--- src/rtl/mem_port_arbiter.sv ---
// mem_port_arbiter: round-robin arbiter that serialises instruction fetch and
// data load/store onto one fixed-latency memory port, one access at a time.
module mem_port_arbiter #(
    parameter int MEM_LAT = 1
) (
    input  logic        clk,
    input  logic        reset,

    input  logic        if_req,
    input  logic [63:0] if_addr,
    output logic        if_gnt,
    output logic        if_rvalid,
    output logic [63:0] if_rdata,

    input  logic        d_req,
    input  logic        d_we,
    input  logic [63:0] d_addr,
    input  logic [63:0] d_wdata,
    output logic        d_gnt,
    output logic        d_rvalid,
    output logic [63:0] d_rdata,

    output logic        mem_en,
    output logic        mem_we,
    output logic [63:0] mem_addr,
    output logic [63:0] mem_wdata,
    input  logic [63:0] mem_rdata,

    output logic        busy,
    output logic [1:0]  state_out
);

    typedef enum logic [1:0] {
        IDLE  = 2'd0,
        ISSUE = 2'd1,
        WAIT  = 2'd2,
        RESP  = 2'd3
    } state_t;

    typedef enum logic {
        OWN_IF = 1'b0,
        OWN_D  = 1'b1
    } owner_t;

    localparam logic [3:0] CNT_INIT = 4'(MEM_LAT - 1);

    state_t      state;
    state_t      state_nxt;
    owner_t      owner;
    owner_t      last_owner;
    logic        we_q;
    logic [3:0]  cnt;
    logic [63:0] resp_q;
    logic        grant_if;
    logic        grant_d;

    // A tie goes to whichever port did not win last time.
    always_comb begin
        // NOTE: every always_comb output gets a default first so no latch is inferred.
        grant_if = 1'b0;
        grant_d  = 1'b0;
        if (state == IDLE && !reset) begin
            if (if_req && d_req) begin
                grant_d  = (last_owner == OWN_IF);
                grant_if = (last_owner == OWN_D);
            end else begin
                grant_if = if_req;
                grant_d  = d_req;
            end
        end
    end

    always_ff @(posedge clk) begin
        // NOTE: registered state uses non-blocking assignments only.
        if (reset) begin
            state <= IDLE;
        end else begin
            state <= state_nxt;
        end
    end

    always_comb begin
        state_nxt = state;
        case (state)
            IDLE:    if (grant_if || grant_d) state_nxt = ISSUE;
            ISSUE:   state_nxt = WAIT;
            WAIT:    if (cnt == 4'd0) state_nxt = RESP;
            RESP:    state_nxt = IDLE;
            default: state_nxt = IDLE;
        endcase
    end

    // The memory strobe and request latches are loaded on the grant edge so
    // they are already presented during ISSUE.
    always_ff @(posedge clk) begin
        if (reset) begin
            owner      <= OWN_IF;
            last_owner <= OWN_IF;
            we_q       <= 1'b0;
            cnt        <= 4'd0;
            resp_q     <= 64'd0;
            mem_en     <= 1'b0;
            mem_we     <= 1'b0;
            mem_addr   <= 64'd0;
            mem_wdata  <= 64'd0;
        end else begin
            mem_en <= 1'b0;
            mem_we <= 1'b0;
            case (state)
                IDLE: begin
                    if (grant_if || grant_d) begin
                        owner      <= grant_d ? OWN_D : OWN_IF;
                        last_owner <= grant_d ? OWN_D : OWN_IF;
                        we_q       <= grant_d & d_we;
                        mem_en     <= 1'b1;
                        mem_we     <= grant_d & d_we;
                        mem_addr   <= grant_d ? d_addr : if_addr;
                        mem_wdata  <= grant_d ? d_wdata : 64'd0;
                    end
                end
                ISSUE: cnt <= CNT_INIT;
                WAIT: begin
                    if (cnt == 4'd0) begin
                        if (!we_q) resp_q <= mem_rdata;
                    end else begin
                        cnt <= cnt - 4'd1;
                    end
                end
                default: ;
            endcase
        end
    end

    always_comb begin
        if_gnt    = grant_if;
        d_gnt     = grant_d;
        busy      = (state != IDLE);
        state_out = state;
        if_rvalid = (state == RESP) && (owner == OWN_IF);
        d_rvalid  = (state == RESP) && (owner == OWN_D);
    end

    // Both ports observe the one shared response register.
    assign if_rdata = resp_q;
    assign d_rdata  = resp_q;

endmodule

--- config.mk ---
export PLATFORM = sky130hd
export DESIGN_NAME = mem_port_arbiter
export DESIGN_NICKNAME = d
export VERILOG_FILES = /design/src/rtl/mem_port_arbiter.sv
export SDC_FILE = /design/constraint.sdc
export NUM_CORES = 1
export LEC_CHECK = 0
export BUFFER_PORTS_ARGS = -buffer_cell sky130_fd_sc_hd__buf_2
export CORE_AREA = 8 8 197 199
export DETAILED_ROUTE_END_ITERATION = 10
export DIE_AREA = 0 0 205 207
export PLACE_DENSITY_LB_ADDON = 0.1
export SLEW_MARGIN = 20
export SYNTH_ARGS = -nofsm -noshare
export SYNTH_HDL_FRONTEND = slang
export SYNTH_SLANG_ARGS = --single-unit
--- constraint.sdc ---
create_clock -name clk -period 3.78 [get_ports clk]
set_input_delay 0.189 -clock clk [delete_from_list [all_inputs] [get_ports clk]]
set_output_delay 0.189 -clock clk [all_outputs]
set_load 0.1 [all_outputs]
**Yosys cells after proc, flatten, opt, wreduce, memory -nomap -nowiden**

Index checks and enable logic that the tools add are counted.

- Bits in registers: 202
- Memory bits (read-only): 0
- Bits of input ports: 261
- Output and inout bits: 265
- Bits in latches: 0
- Logic and storage cells: 50
- Bits in writable memories: 0
- Memories kept: 0

- Multiply operators: 0
- Shifts and indexed selects: 0
- Reduce and logical (&&, ||, !) cells: 16
- Add/sub/neg operators: 1
- Bitwise logic cells: 5
- Muxes and demuxes: 13
- $lt $le $gt $ge: 0
- Eq/ne operators: 6
- Divide/modulo/power cells: 0

Operators by type and width:

| kind | count |
|---|---|
| 64-bit two-way mux | 2 |
| 2-bit case mux with 4 select lines | 1 |
| 4-bit case mux with 2 select lines | 1 |
| 1-bit two-way mux | 6 |
| 2-bit AND reduction | 3 |
| 2-bit == test, second input constant | 2 |
| 1-bit logical AND | 4 |
| 4-bit zero test | 1 |
| 2-bit two-way mux | 2 |
| 4-bit two-way mux | 1 |
| 2-bit inequality test, second input constant | 2 |
| 1-bit NOT | 4 |
| 2-bit nonzero test | 2 |
| 4-bit by 1-bit subtractor with 4-bit output, second input constant | 1 |
| 3-bit AND reduction | 1 |
| 3-bit OR reduction | 1 |
| 2-bit by 1-bit == test with 1-bit output, second input constant | 1 |
| 2-bit zero test | 1 |
| 2-bit by 1-bit inequality test with 1-bit output, second input constant | 1 |
| 2-bit OR reduction | 1 |
| 1-bit AND | 1 |
| 1-bit zero test | 1 |
| 1-bit logical OR | 1 |

**Longest topological paths before layout**

- Depth after elaboration: 6
- Depth in mapped cells: 8
- Depth with buffers taken out: 5

**Least setup slack after synthesis**

OpenSTA, ideal clock, no wires.

- Path type: flip-flop to output port
- From: register state[1] (netlist: state_out[1])
- To: output port if_rvalid
- Buffers on the path: 0
- Data required time: 3.591 ns
- Arrival time: 2.640 ns
- Path slack: 0.951 ns
- Stages on the path, launching flop included: 3
- Path through: dfxtp_1 -> ha_1 -> nor2b_1

- Longest elaborated chain between the ends: 2

RTL lines:

| element | RTL line | RTL |
|---|---|---|
| start: declaration | 47 | `state_t state;` |
| start signal: assignment | 78 | `state <= state_nxt;` |
| 2-bit == test | 139 | `if_rvalid = (state == RESP) && (owner == OWN_IF);` |
| 1-bit logical AND | 139 |  |
| end: declaration | 12 | `output logic if_rvalid,` |

No other way between the ends.

**Final worst setup path**

- From: register state[0] (netlist: state_out[0])
- To: register mem_addr[57]

- Longest elaborated chain between the ends: 5
- Elaborated cells between the ends (all ways): 7
- Those cells by class: mux (3); reduce/logical (4)

RTL lines:

| element | RTL line | RTL |
|---|---|---|
| 2-bit zero test (*) | 62, 109 |  |
| 1-bit logical AND | 62 | `if (state == IDLE && !reset) begin` |
| 1-bit two-way mux | 62 |  |
| 1-bit logical OR | 111 | `if (grant_if \|\| grant_d) begin` |
| 2-bit AND reduction (no source line) | -- |  |
| end signal: assignment | 117 | `mem_addr <= grant_d ? d_addr : if_addr;` |
| end: declaration | 25 | `output logic [63:0] mem_addr,` |

Mark *: on every way between the ends. The rest lies on a longest branch, timed or not.
A chain may end at the register's enable or synchronous reset.

==> impl_metrics.ini <==
[outcome]
status = completed

[sta]
maxSlewHeadroom_pct = 39.6
min_period_ns = 3.06
worst_pin_slew_ns = 0.905
fin_crit_sh_pct = 81.0
finalHoldViolations = 0
rsz0062_at_grt = false
tns_ns = 0
hold_slack_ns = 0.0317
finalSetupViolCount = 0
fin_worst_skew_ns = 0.0210
drv_slew = 0
timing.fmax_mhz = 327

[clock_network]
clkLatencyLatePin_ns = 0.54
cts_tree = done
cts_max_level = 1
clockRootBuffer = clkbuf_16
cts_resized = 0
path_clk_slew_ns = 0.06
clkSinkCount = 202
cts.path.max_buffers = 3
cts_buffers = 26

[critical_path]
startpoint = state_out[0]$_SDFFE_PP0P_
worstPathMaxFanout = 42
reg2reg_depth = 7
reg2reg_to = mem_addr[57]$_SDFFE_PP0P_
slowest_delay_ns = 0.78
crit_arrival_ns = 3.53
reg2reg_slack_ns = 0.72
crit_chain = inv_1 -> ha_1 -> and2b_2 -> buf_4 -> nand4_1 -> a31oi_1 -> dlygate4sd3_1
cp.required_ns = 4.25
rr_startpoint = state_out[0]$_SDFFE_PP0P_
critPathLaunchType = flop
end_kind = flop
crit_path_top_delay_cell = and2b_2
crit_type = flop to flop

[hold_path]
hold_depth = 3
min_to = mem_addr[32]$_SDFFE_PP0P_
hp-class = input port to flop
min_from = if_addr[32]

[yosys]
synth_compound_area_share_pct = 23.5
synthXorXnorAreaFrac_pct = 0
synth_seq_cells = 202
synth_nets = 1363
synth-edff-count = 0
ys_seq_area_share_pct = 45.3
syn_area_sq_um = 8930
synthFlopType = dfxtp_1
ys_types = 37
synthAdderAreaFrac_pct = 0.981
syn_inst = 1095
synthMuxAreaShare_pct = 0.224
post_synth.cell_area_avg_sq_um = 8.16
synth_top_family_by_area = compound AO/OA/AOI/OAI gates
yosys.area_share.simple_pct = 17.3
yosysWarningCount = 0
async_flop_share_pct = 0

[placed_design]
dpl-instance-area_sq_um = 11300
portBuffers = 525
gp_congestion = 0.805
dpl.hpwl_mm = 29.1
dp_cells = 1914

[power]
leakagePower_nw = 6.53
power_mw = 10.9
p_per_area_nw_per_um2 = 747
vdd_drop_max_mv = 0.548

[die]
die_y_microns = 207
core-area_sq_um = 35900
die_w_microns = 205
initial_utilization_pct = 24.9
rows = 70
dieArea_sq_um = 42400
io-pin-count = 526

[global_route]
grt_max_degree = 78
grt_pass1_vias = 11200
grt_usage_pct = 19.3
grt_pass1_wl_mm = 66.9
antenna_found_initial = 10
overflow = 0

[routing]
vias_per_cell = 4.90
wl_met1_mm = 17.3
first_pass_iters = 5
num_vias = 10900
drt-total-wl_mm = 44.1
drc = 0
top_layer = met5
drt-wirelength-per-cell_microns = 19.8
wl_met2_mm = 21.1
ant_nets = 0
dr_wl_met3_mm = 4.16
drt_iter0_markers = 616

[cells_and_area]
stdcell_area_sq_um = 14600
area_delta_synth_final_pct = 63.9
final_common_cell = buf_2
fillers = 3705
layout-drive-gt1-share_pct = 34.0
nets = 1997
layout_common_cells = buf_2 (524), dlygate4sd3_1 (255), dfxtp_1 (202)
fin_cells = 2221

[run]
drv_cap = 0
[worst max-delay path, delay by kind of cell (launching register included)]
kind	cells	cell delay (ns)
adder cells (fa/ha/maj)	1	0.33
AND/OR/NAND/NOR	2	0.91
flip-flops	1	0.34
buffers and inverters	3	1.16
AO/OA/AOI/OAI	1	0.21
[how the worst max path moves through the flow]
stage | slack [ns] | to
floorplan | 0.95 | if_rvalid
finish | 0.72 | mem_addr[57]$_SDFFE_PP0P_
global placement | 1.33 | if_gnt
CTS | 0.70 | if_gnt
global route | 0.52 | mem_addr[57]$_SDFFE_PP0P_
detailed placement | 1.31 | if_gnt
[what timing repair did]
action | CTS | global route
setup buffers | 0 | 0
endpoints found under the hold margin | 194 | 1
hold buffers | 254 | 1
[cells in the mapped netlist, drive strengths merged (2+ instances only)]
cell	number	area (sq um)
dfxtp	202	4040
nand3	195	976
o21ai	194	971
a21oi	132	661
buf	120	830
clkbuf	74	278
a31oi	64	400
nand4	64	400
inv	8	30.0
ha	7	87.6
nand2b	6	40.0
nor2	3	13.8
nor2b	3	18.8
and3	2	12.5
mux2i	2	20.0
nor3	2	10.0
o211ai	2	15.0
or3	2	12.5
[flip-flops by register name, summed over array words and instances, names as in the netlist]
signal	cells
d_rdata	64
mem_addr	64
mem_wdata	64
cnt	4
state_out	2
last_owner	1
mem_en	1
mem_we	1
we_q	1
[area by class of cell]
type	count	area [sq um]	share of cell area (%)
Timing Repair Buffer	800	5370	36.7
Clock inverter	7	52.6	0.359
Clock buffer	39	749	5.12
Antenna cell	6	15.0	0.103
Tap cell	468	586	4.00
Inverter	8	30.0	0.205
Multi-Input combinational cell	691	3790	25.9
Sequential cell	202	4040	27.6
[routing by layer]
metal  up-vias  global-route usage, %
met5         -                      0
met2       454                   32.0
met1      5135                   23.2
met3        81                   6.13
li1       5217                      -
met4         6                   6.76
[where the power goes]
group          leakage [nW]  internal [mW]  total [mW]  switching (mW)
clock                 0.393           1.36        2.35           0.982
combinational          4.49           1.02        5.89            4.87
sequential             1.64           2.49        2.71           0.218
total                  6.53           4.87        10.9            6.07
[kinds of logic (layout without fill, tap and decap cells)]
| kind of cell | count (synthesis) | in the layout |
|---|---|---|
| mux | 2 | 2 |
| simple gates | 284 | 284 |
| compound gates | 398 | 398 |
| flops | 202 | 202 |
| fa+ha+maj | 7 | 7 |
| other cells | 0 | 6 |
| buf+inv | 202 | 854 |
[per-stage QoR]
step | setup WS, ns | utilization (%)
after floorplan | 0.951 | -
final | 0.719 | 40.8
after CTS | 0.703 | 40.7
after global routing | 0.524 | 40.8
after global placement | 1.33 | 31.4
after detailed placement | 1.31 | 31.4
No activity file was read; power rests on OpenSTA's default activity.
